File: src/rtl/vector_fifo.sv
`default_nettype none
// ============================================================================
// Module      : vector_fifo
// Description : Single-clock FIFO with registered read data and
//               overflow/underflow pulses.
// Revision    : 1.0
// ============================================================================
module vector_fifo #(
    parameter int WIDTH = 8,
    parameter int DEPTH = 8
) (
    input  logic                     clk,
    input  logic                     rst_n,
    input  logic                     wr_en,
    input  logic [WIDTH-1:0]         wr_data,
    input  logic                     rd_en,
    output logic [WIDTH-1:0]         rd_data,
    output logic                     rd_valid,
    output logic                     full,
    output logic                     empty,
    output logic [$clog2(DEPTH):0]   count,
    output logic                     overflow,
    output logic                     underflow
);

    localparam int c_AW = $clog2(DEPTH);
    localparam int c_CW = c_AW + 1;
    localparam logic [c_CW-1:0] c_DEPTH = c_CW'(DEPTH);

    logic [WIDTH-1:0] r_mem [0:DEPTH-1];
    logic [c_AW-1:0]  r_wr_ptr;
    logic [c_AW-1:0]  r_rd_ptr;
    logic [c_CW-1:0]  r_count;
    logic             r_full;
    logic             r_empty;
    logic [WIDTH-1:0] r_rd_data;
    logic             r_rd_valid;
    logic             r_overflow;
    logic             r_underflow;

    logic             w_wr_acc;
    logic             w_rd_acc;
    logic [c_CW-1:0]  w_count_nxt;

    // Acceptance uses the registered flags, so a full FIFO drops a write even
    // when a read frees a slot on the same edge (and symmetrically for empty).
    assign w_wr_acc = wr_en & ~r_full;
    assign w_rd_acc = rd_en & ~r_empty;

    always_comb begin
        w_count_nxt = r_count;
        case ({w_wr_acc, w_rd_acc})
            2'b10:   w_count_nxt = r_count + 1'b1;
            2'b01:   w_count_nxt = r_count - 1'b1;
            default: w_count_nxt = r_count;
        endcase
    end

    // Storage is intentionally left out of reset; empty keeps stale data hidden.
    always_ff @(posedge clk) begin
        if (w_wr_acc) begin
            r_mem[r_wr_ptr] <= wr_data;
        end
    end

    always_ff @(posedge clk or negedge rst_n) begin
        if (!rst_n) begin
            r_wr_ptr    <= '0;
            r_rd_ptr    <= '0;
            r_count     <= '0;
            r_full      <= 1'b0;
            r_empty     <= 1'b1;
            r_rd_data   <= '0;
            r_rd_valid  <= 1'b0;
            r_overflow  <= 1'b0;
            r_underflow <= 1'b0;
        end else begin
            r_count     <= w_count_nxt;
            r_full      <= (w_count_nxt == c_DEPTH);
            r_empty     <= (w_count_nxt == '0);
            r_rd_valid  <= w_rd_acc;
            r_overflow  <= wr_en & r_full;
            r_underflow <= rd_en & r_empty;
            if (w_wr_acc) begin
                r_wr_ptr <= r_wr_ptr + 1'b1;
            end
            if (w_rd_acc) begin
                r_rd_ptr  <= r_rd_ptr + 1'b1;
                r_rd_data <= r_mem[r_rd_ptr];
            end
        end
    end

    assign rd_data   = r_rd_data;
    assign rd_valid  = r_rd_valid;
    assign full      = r_full;
    assign empty     = r_empty;
    assign count     = r_count;
    assign overflow  = r_overflow;
    assign underflow = r_underflow;

endmodule
`default_nettype wire

File: config.mk
export PLATFORM = sky130hd
export DESIGN_NAME = vector_fifo
export DESIGN_NICKNAME = d
export VERILOG_FILES = /design/src/rtl/vector_fifo.sv
export SDC_FILE = /design/constraint.sdc
export NUM_CORES = 1
export LEC_CHECK = 0
export ABC_AREA = 1
export BUFFER_PORTS_ARGS = -buffer_cell sky130_fd_sc_hd__buf_2
export CELL_PAD_IN_SITES_DETAIL_PLACEMENT = 1
export CELL_PAD_IN_SITES_GLOBAL_PLACEMENT = 2
export CORE_ASPECT_RATIO = 2
export CORE_UTILIZATION = 45
export CTS_BUF_LIST = sky130_fd_sc_hd__clkbuf_4
export CTS_CLUSTER_SIZE = 30
export DETAILED_ROUTE_END_ITERATION = 12
export GPL_ROUTABILITY_DRIVEN = 0
export PLACE_DENSITY_LB_ADDON = 0.1
export RECOVER_POWER = 25
export REMOVE_ABC_BUFFERS = 1
export SKIP_LAST_GASP = 1
export SYNTH_ARGS = -nofsm -noshare
export SYNTH_HDL_FRONTEND = slang
export SYNTH_SLANG_ARGS = --single-unit
export TNS_END_PERCENT = 1
File: constraint.sdc
create_clock -name clk -period 6.7 [get_ports clk]
set_clock_uncertainty 0.2 [all_clocks]
set_input_delay 0.335 -clock clk [delete_from_list [all_inputs] [get_ports clk]]
set_output_delay 0.335 -clock clk [all_outputs]
set_load 0.02 [all_outputs]
==> run metrics, run 1 <==
status=finished clean; Total Wirelength=slightly below 8000 um; Static Leakage=1.57 nW; cells after synthesis=about 300; sequential area share after synthesis=70.5%; first-pass GRT wire length=12300 um; VDD IR max=between 150 and 200 uV; Layout area overhead=12.0%; Final TNS setup=0 ns; Synth area leader=edfxtp_1; post-route cell area=just under 4000 sq um; H-tree depth=3; Synth Area per Inst=11.7 sq um; Detail Route Antenna Nets=0; cells along the critical path=dlygate4sd3_1 -> buf_2 -> inv_1 -> nor2_1 -> buf_4 -> ha_1 -> nand2_1 -> inv_1 -> nor2_2 -> ha_1 -> nand2_1 -> nand2_1 -> nor2_1 -> o211ai_1 -> nor2_1; fin crit share=a little under two fifths; count leader, synth=edfxtp_1; GRT overflow=0; Critical Path RT=6.83 ns; initial core utilization=a little under half; Die H=roughly 130 um; antenna violations before repair=1; CP max stage delay=about 0.52 ns; slowest CP cell=dlygate4sd3_1; reg2reg path depth=11; Worst path depth=15; worst-margin pin slew=between 1 and 1.5 ns; CTS resizes=0; Post-layout nets=361; WP buf/inv=5; DRT iter0 DRCs=83; Vias=between 2k and 2.5k; RSZ-0062 raised after global routing=no; Synth top area share=between 50% and 60%; CTS tree=done; GRT Total Usage=21.2%; Die Span X=between 60 and 70 um; Multi-input gate area=a little under 900 sq um; WL per Instance=about 18 um; Initial DRT Pass Iterations=6; CORE AREA=7600 sq um; Sequential Area=approximately 2500 sq um; EDFF count, synth=64; Top Ports=29; worst-skew pair later-pin latency=about 0.4 ns; Critical Path End Type=flip-flop; Die Area=~8300 sq um; Fmax achieved=0.390 GHz; top post-synthesis cells by count=edfxtp_1, nor2_1, nand2_1; WS Path Type=in -> reg; CP arrival=2.70 ns; top_reg_cell synth=edfxtp_1; Cell Rows=45; vias in the first global route=around 2.5k; share of synthesized registers carrying an async set or reset=between 20% and 30%; DR DRC count=0; Yosys cell types=21; R2R Setup Slk=between 4 and 5 ns; Worst path top cell family by delay=buffers and inverters; slew margin rel.=between 20% and 30%; Port Buf Inserts=28; TritonCTS Buffers=9; Seq cells post-synth=a little under 90; Slew Viols, Final=0; Clock Sinks=just under 90; Worst Hold Class=in -> async; final hold violations=0; DP HPWL=between 5000 and 6000 um; clock transition at the registers of the reported paths=about 0.13 ns; CP max FO=16; Max Root-Sink Buffers=2; share of layout cells above drive strength 1=a little under an eighth; synth warn=0; final setup violation count=0; via density per instance=between 5 and 6; pwr dens=404 nW/um^2; Final min period=approximately 2.6 ns; largest net degree at the start of global routing=43; largest cells by area after synthesis=edfxtp_1, dfrtp_1, nor2_1; clk root buf=clkbuf_4; Cell Area, Placed=about 3800 sq um; Max-Cap Viols=0; area of the mapped netlist=approximately 3500 sq um; critical path launch point type=input port; Fillers=855
==> layout make-up <==
| cell class | instances | area share (%) |
|---|---|---|
| timing repair buffer | 41 | 6.43 |
| antenna | 1 | 0.0630 |
| inverter | 25 | 2.36 |
| multi-input combinational | 180 | 22.5 |
| tap | 94 | 2.96 |
| clock inverter | 3 | 0.284 |
| clock buffer | 13 | 2.46 |
| sequential | 87 | 62.9 |
==> through the flow <==
step	util (%)	std cells	power, mW	setup WS (ns)	hold slack (ns)
after floorplan	-	292	1.16	4.32	-0.161
after global placement	49.4	416	1.36	4.26	0.182
after detailed placement	49.4	416	1.37	4.19	0.191
after CTS	52.3	443	1.62	4.10	0.257
after global routing	52.2	444	1.72	4.00	0.301
final	52.2	444	1.60	4.13	0.266
==> flip-flops by register name, indices dropped and copies added (netlist names) <==
name and cells:
r_mem 64, rd_data 8, count 4, r_rd_ptr 3, r_wr_ptr 3, empty 1, full 1, overflow 1
rd_valid 1, underflow 1
==> logic make-up after synthesis <==
| group | after synthesis | share of synthesized area, % |
|---|---|---|
| flops | 87 | 70.5 |
| compound gates | 62 | 9.96 |
| fa+ha+maj | 5 | 1.77 |
| buf+inv | 36 | 4.27 |
| simple gates | 108 | 12.3 |
| xor+xnor | 5 | 1.24 |
==> final timing paths <==
path                                          end            start
hold reg to reg               underflow$_DFF_PN0_  empty$_DFF_PN1_
min in group clk              underflow$_DFF_PN0_  empty$_DFF_PN1_
setup / recovery                   full$_DFF_PN0_            rd_en
max in group asynchronous      count[0]$_DFF_PN0_            rst_n
hold / removal             rd_data[7]$_DFFE_PN0N_            rst_n
setup reg to reg                   full$_DFF_PN0_  empty$_DFF_PN1_
==> placed cells by master, fill, tap and decap left out <==
cell type / instances
xor2_1: 3
or2_2: 1
ha_1: 5
or2_1: 1
o211ai_1: 17
dlygate4sd3_1: 11
dfstp_2: 1
diode_2: 1
nor2_2: 2
nand3_1: 15
o21ai_1: 5
xnor2_1: 2
a21oi_1: 8
inv_1: 23
dfrtp_1: 22
buf_2: 20
buf_4: 2
edfxtp_1: 64
clkinv_1: 4
clkbuf_4: 13
nand2_1: 43
inv_2: 1
clkbuf_1: 8
nor2_1: 46
o21ai_0: 32
==> timing repair <==
action	4_1_cts	5_1_grt
hold endpoints to repair	84	0
setup buffers	0	0
hold buffers	11	0
==> where the power goes <==
part,internal [mW],switching (mW)
Sequential,0.702,0.0873
Combinational,0.185,0.383
Clock,0.0903,0.155
==> routing by layer <==
layer / part of all wire, % / track usage [%]
met2: 59 / 40.8
met5: 0 / 0
met1: 36 / 20.4
met4: 2.2 / 12.0
met3: 2.8 / 2.68
Power figures use the tool's default switching activity.
==> run 2: changes to the inputs <==
Settings changed: ABC_AREA 1 to 0, CORE_UTILIZATION 45 to 42.
Clock period 6.7 ns to 2.3 ns, I/O delays scaled along.
==> run metrics, run 2 <==
status=finished with violations; failing checks=setup timing; Synth top area share=between 50% and 60%; fin util=51.7%; reg2reg path depth=9; Critical Path End Type=flip-flop; Die H=131 um; worst-skew pair later-pin latency=between 0.4 and 0.5 ns; WS Path Type=reg -> reg; Yosys cell types=34; Slew Viols, Final=0; Critical Path RT=about 2.5 ns; CTS tree=done; number of flip-flops in the largest register=64; GRT Total Usage=around a fifth; fin crit share=102%; Static Leakage=between 1.5 and 2 nW; EDFF count, synth=64; Hold WS=0.268 ns; Largest Register=r_mem; commonest cells after routing, fill and taps aside=edfxtp_1, dfrtp_1, buf_4, buf_2, nand2_1; clk root buf=clkbuf_4; Hold EP=overflow$_DFF_PN0_; Synth area leader=edfxtp_1; TritonCTS Buffers=9; commonest non-fill, non-tap cell in the layout=edfxtp_1; Vias=around 1.9k; VDD IR max=around 500 uV; via density per instance=around 5.2; cells after synthesis=around 190; Max-Cap Viols=0; pwr dens=~1200 nW/um^2; Detail Route Antenna Nets=0; Total Wirelength=just over 7000 um; Seq cells post-synth=87; initial core utilization=a little over two fifths; Tot Pwr=just under 5 mW; Synth Area per Inst=approximately 18 sq um; antenna cells=0; Post-layout nets=277; Fmax achieved=about 0.43 GHz; RSZ-0062 raised after global routing=yes; share of layout cells above drive strength 1=around 29%; share of synthesized registers carrying an async set or reset=a little over a quarter; Fillers=around 790; H-tree depth=3; top_reg_cell synth=edfxtp_1; Clock Sinks=87; final setup violation count=3; antenna violations before repair=0; reg-to-reg critical path startpoint=empty$_DFF_PN1_; Initial DRT Pass Iterations=4; critical path launch point type=flip-flop; worst-margin pin slew=1.04 ns; final worst slack=-0.0509 ns; Final min period=around 2.4 ns; vias in the first global route=~2.1k; Layout area overhead=17.9%; CP max FO=2; sequential area share after synthesis=71.3%; DP HPWL=slightly above 5000 um; Max Root-Sink Buffers=2; largest cells by area after synthesis=edfxtp_1, dfrtp_1, mux4_2; CP arrival=about 2.5 ns; pre-CTS setup slack=-0.227 ns; area of the mapped netlist=between 3000 and 4000 sq um; GRT overflow=0; Die Area=~9000 sq um; slew margin rel.=a little under a third; R2R Path End=empty$_DFF_PN1_; Top Ports=29; Die Span X=around 67 um; largest net degree at the start of global routing=23; DRT iter0 DRCs=48; hold path startpoint=wr_en; Worst Hold Class=in -> reg; CORE AREA=between 8000 and 9000 sq um; count leader, synth=edfxtp_1; DR DRC count=0; clock transition at the registers of the reported paths=0.12 ns; Port Buf Inserts=28; final hold violations=0; top post-synthesis cells by count=edfxtp_1, dfrtp_1, nand2_1; R2R Setup Slk=-0.05 ns; first-pass GRT wire length=11300 um; WHS Path Cells=3; synth warn=0; Cell Rows=between 40 and 50; WL per Instance=about 20 um
[run 2: cell count changes after synthesis, sizes merged, moves of 3 or more]
cell    delta
a21oi      -6
buf        -4
inv       -21
mux2i      +8
mux4      +16
nand2     -27
nand2b     +5
nand3     -15
nor2      -41
nor3       +3
o211ai    -17
o21ai     -28
xnor2      +4
[run 2: cell type report]
type,count,area [sq um],share of cell area [%]
clock inverters,6,37.5,0.908
repair buffers,63,427,10.3
multi-input cells,96,961,23.3
flip-flops and latches,87,2500,60.5
clock buffers,10,75.1,1.82
well taps,96,120,2.91
inverters,3,13.8,0.333
[run 2: critical path, stage by stage (launching register included)]
cell and delay (ns):
dfstp_2 0.55, nand2b_4 0.13, inv_4 0.04, ha_4 0.15, xor2_1 0.16, ha_1 0.31
nor3b_2 0.22, buf_4 0.14, nand4_1 0.12, a211oi_2 0.26
[run 2: logic make-up after synthesis]
kind of cell	share of synthesized area [%]
xor gates and xnor gates	2.00
buffers and inverters	2.11
adders and majority gates	1.78
muxes	14.0
AOI/OAI and AO/OA	2.78
DFF	71.3
and+or+nand+nor	6.10
[run 2: worst max path at each step]
stage                         start         endpoint  slack [ns]  cells past startpoint
finish              empty$_DFF_PN1_  empty$_DFF_PN1_       -0.05                      9
global placement    empty$_DFF_PN1_  empty$_DFF_PN1_       -0.13                      9
global route        empty$_DFF_PN1_  empty$_DFF_PN1_       -0.19                      9
detailed placement  empty$_DFF_PN1_  empty$_DFF_PN1_       -0.23                      9
CTS                 empty$_DFF_PN1_  empty$_DFF_PN1_       -0.12                      9
floorplan           empty$_DFF_PN1_  empty$_DFF_PN1_       -0.62                      9
[run 2: metal layers]
| layer | vias up | part of all wire (%) | GRT usage, % |
|---|---|---|---|
| met1 | 968 | 36 | 19.7 |
| met5 | - | 0 | 0 |
| li1 | 877 | - | - |
| met3 | 10 | 2.5 | 4.08 |
| met4 | 0 | 1.6 | 7.80 |
| met2 | 35 | 59 | 34.2 |
[run 2: metrics by stage]
step / cells / setup TNS (ns) / instance area (sq um)
after floorplan: 186 / -2.04 / 3440
after global placement: 330 / -0.229 / 3850
after detailed placement: 330 / -0.448 / 3850
after CTS: 360 / -0.267 / 4130
after global routing: 361 / -0.442 / 4130
final: 361 / -0.0985 / 4130
[run 2: power by group]
group	leakage [nW]	internal, mW	switching (mW)	total, mW
sequential	0.860	2.07	0.246	2.31
clock	0.0598	0.229	0.493	0.722
combinational	0.642	0.886	0.959	1.85
total	1.56	3.18	1.70	4.88
[run 2: what timing repair did]
| action | CTS | global route |
|---|---|---|
| buffers inserted | 2 | 1 |
| pin swaps | 5 | 3 |
| hold buffers | 13 | 0 |
| endpoints found under the hold margin | 93 | 0 |
| setup endpoints to repair | 3 | 3 |
| gates resized for setup | 7 | 0 |
==> run 3: changes to the inputs <==
Settings changed: CELL_PAD_IN_SITES_GLOBAL_PLACEMENT 2 to 1, CORE_UTILIZATION 42 to 48.
==> run metrics, run 3 (synthesis results as in run 2) <==
final hold violations=0; Fillers=approximately 670; DRT iter0 DRCs=70; Cell Area, Placed=between 3000 and 4000 sq um; Final min period=roughly 2.4 ns; vias in the first global route=2115; clock transition at the registers of the reported paths=roughly 0.14 ns; largest net degree at the start of global routing=23; met3 Track Usage GR=approximately 4.2%; GRT overflow=0; Cell Rows=43; M1 GR Usage=21.3%; Critical Path End Type=flip-flop; fin crit share=102%; Max Root-Sink Buffers=2; Fmax achieved=0.425 GHz; Static Leakage=1.58 nW; via density per instance=approximately 5.4; first-pass GRT wire length=~11000 um; slowest CP cell=dfstp_2; Inst Count DP=323; Detail Route Antenna Nets=0; slew margin rel.=between 30% and 40%; final cell count without fillers=approximately 360; TritonCTS Buffers=9; CP max stage delay=approximately 0.55 ns; commonest non-fill, non-tap cell in the layout=edfxtp_1; worst-margin pin slew=between 1 and 1.5 ns; Die Span X=about 62 um; Die H=~120 um; H-tree depth=3; Critical Path RT=around 2.5 ns; worst-skew pair later-pin latency=between 0.4 and 0.5 ns; Hold WS=~0.26 ns; Multi-input gate area=between 900 and 1000 sq um; CP max FO=2; pre-CTS setup slack=-0.181 ns; final worst slack=-0.0554 ns; CTS tree=done; status=finished with violations; CORE AREA=~7000 sq um; RSZ-0062 raised after global routing=yes; WL per Instance=20.0 um; fin util=around three fifths; share of layout cells above drive strength 1=between 20% and 30%; CP arrival=2.51 ns; VDD IR max=about 580 uV; antenna violations before repair=1; GR peak layer=met2; pwr dens=between 1000 and 1500 nW/um^2; GRT Total Usage=21.4%; Die Area=roughly 7700 sq um; Layout area overhead=18.9%; initial core utilization=about half; failing checks=setup timing; cells along the critical path=nand2b_4 -> inv_4 -> ha_4 -> xor2_1 -> ha_1 -> nor3b_2 -> nor2_1 -> a211o_1 -> a211oi_2; clk root buf=clkbuf_4; number of flip-flops in the largest register=64; Initial DRT Pass Iterations=4; Sequential Area=between 2000 and 2500 sq um; Final TNS setup=-0.111 ns; critical path launch point type=flip-flop; commonest cells after routing, fill and taps aside=edfxtp_1, dfrtp_1, buf_2, buf_4, nand2_1; Post-layout nets=~280; Slew Viols, Final=0; final setup violation count=3; Clock Sinks=87; DP HPWL=around 4800 um; Max-Cap Viols=0; Total Wirelength=a little over 7000 um; routing usage on met2=just over 40%; Port Buf Inserts=28; Worst Hold Class=in -> reg; WS Path Type=reg -> reg; R2R Setup Slk=-0.06 ns; Vias=around 1.9k; Largest Register=r_mem; DR DRC count=0; Top Ports=29; post-route cell area=approximately 4200 sq um; Tot Pwr=between 5 and 6 mW
[run 3: cell type report]
| cell class | instances | area share [%] |
|---|---|---|
| Sequential cell | 87 | 60.0 |
| Multi-Input combinational cell | 96 | 23.1 |
| Timing Repair Buffer | 62 | 10.1 |
| Tap cell | 90 | 2.70 |
| Clock inverter | 6 | 2.04 |
| Clock buffer | 10 | 1.80 |
| Inverter | 3 | 0.330 |
| Antenna cell | 1 | 0.0600 |
[run 3: per-layer routing]
layer / vias to the layer above / share of wire, %
met5: - / 0
met4: 0 / 2.2
met3: 10 / 2.1
met2: 37 / 60
met1: 979 / 36
li1: 875 / -
[run 3: final timing paths]
check	startpoint	end	cells after the start
setup / recovery	empty$_DFF_PN1_	empty$_DFF_PN1_	9
hold / removal	wr_en	overflow$_DFF_PN0_	3
setup reg to reg	empty$_DFF_PN1_	empty$_DFF_PN1_	9
hold reg to reg	rd_data[6]$_DFFE_PN0N_	rd_data[6]$_DFFE_PN0N_	2
max in group asynchronous	rst_n	rd_data[5]$_DFFE_PN0N_	3
min in group asynchronous	rst_n	empty$_DFF_PN1_	3
[run 3: report_power, final]
group          switching (mW)  leakage [nW]  internal, mW
Combinational           0.967         0.637         0.882
Sequential              0.241         0.860          2.07
Clock                   0.506        0.0824         0.449
Total                    1.71          1.58          3.40
[run 3: timing repair]
item                                    CTS  global route
hold endpoints to repair                 93             0
endpoints found under the setup margin    3             4
resized for setup                         6             1
hold buffers                             13             0
buffers inserted                          2             0
pin swaps                                 5             2
cloned                                    0             0
[run 3: worst max-delay path: cells and delay by family, from the launching register on]
family	cells	cell delay, ns
fa+ha+maj	2	0.47
simple gates	3	0.38
flops	1	0.55
buf+inv	1	0.04
xor+xnor	1	0.16
compound gates	2	0.49
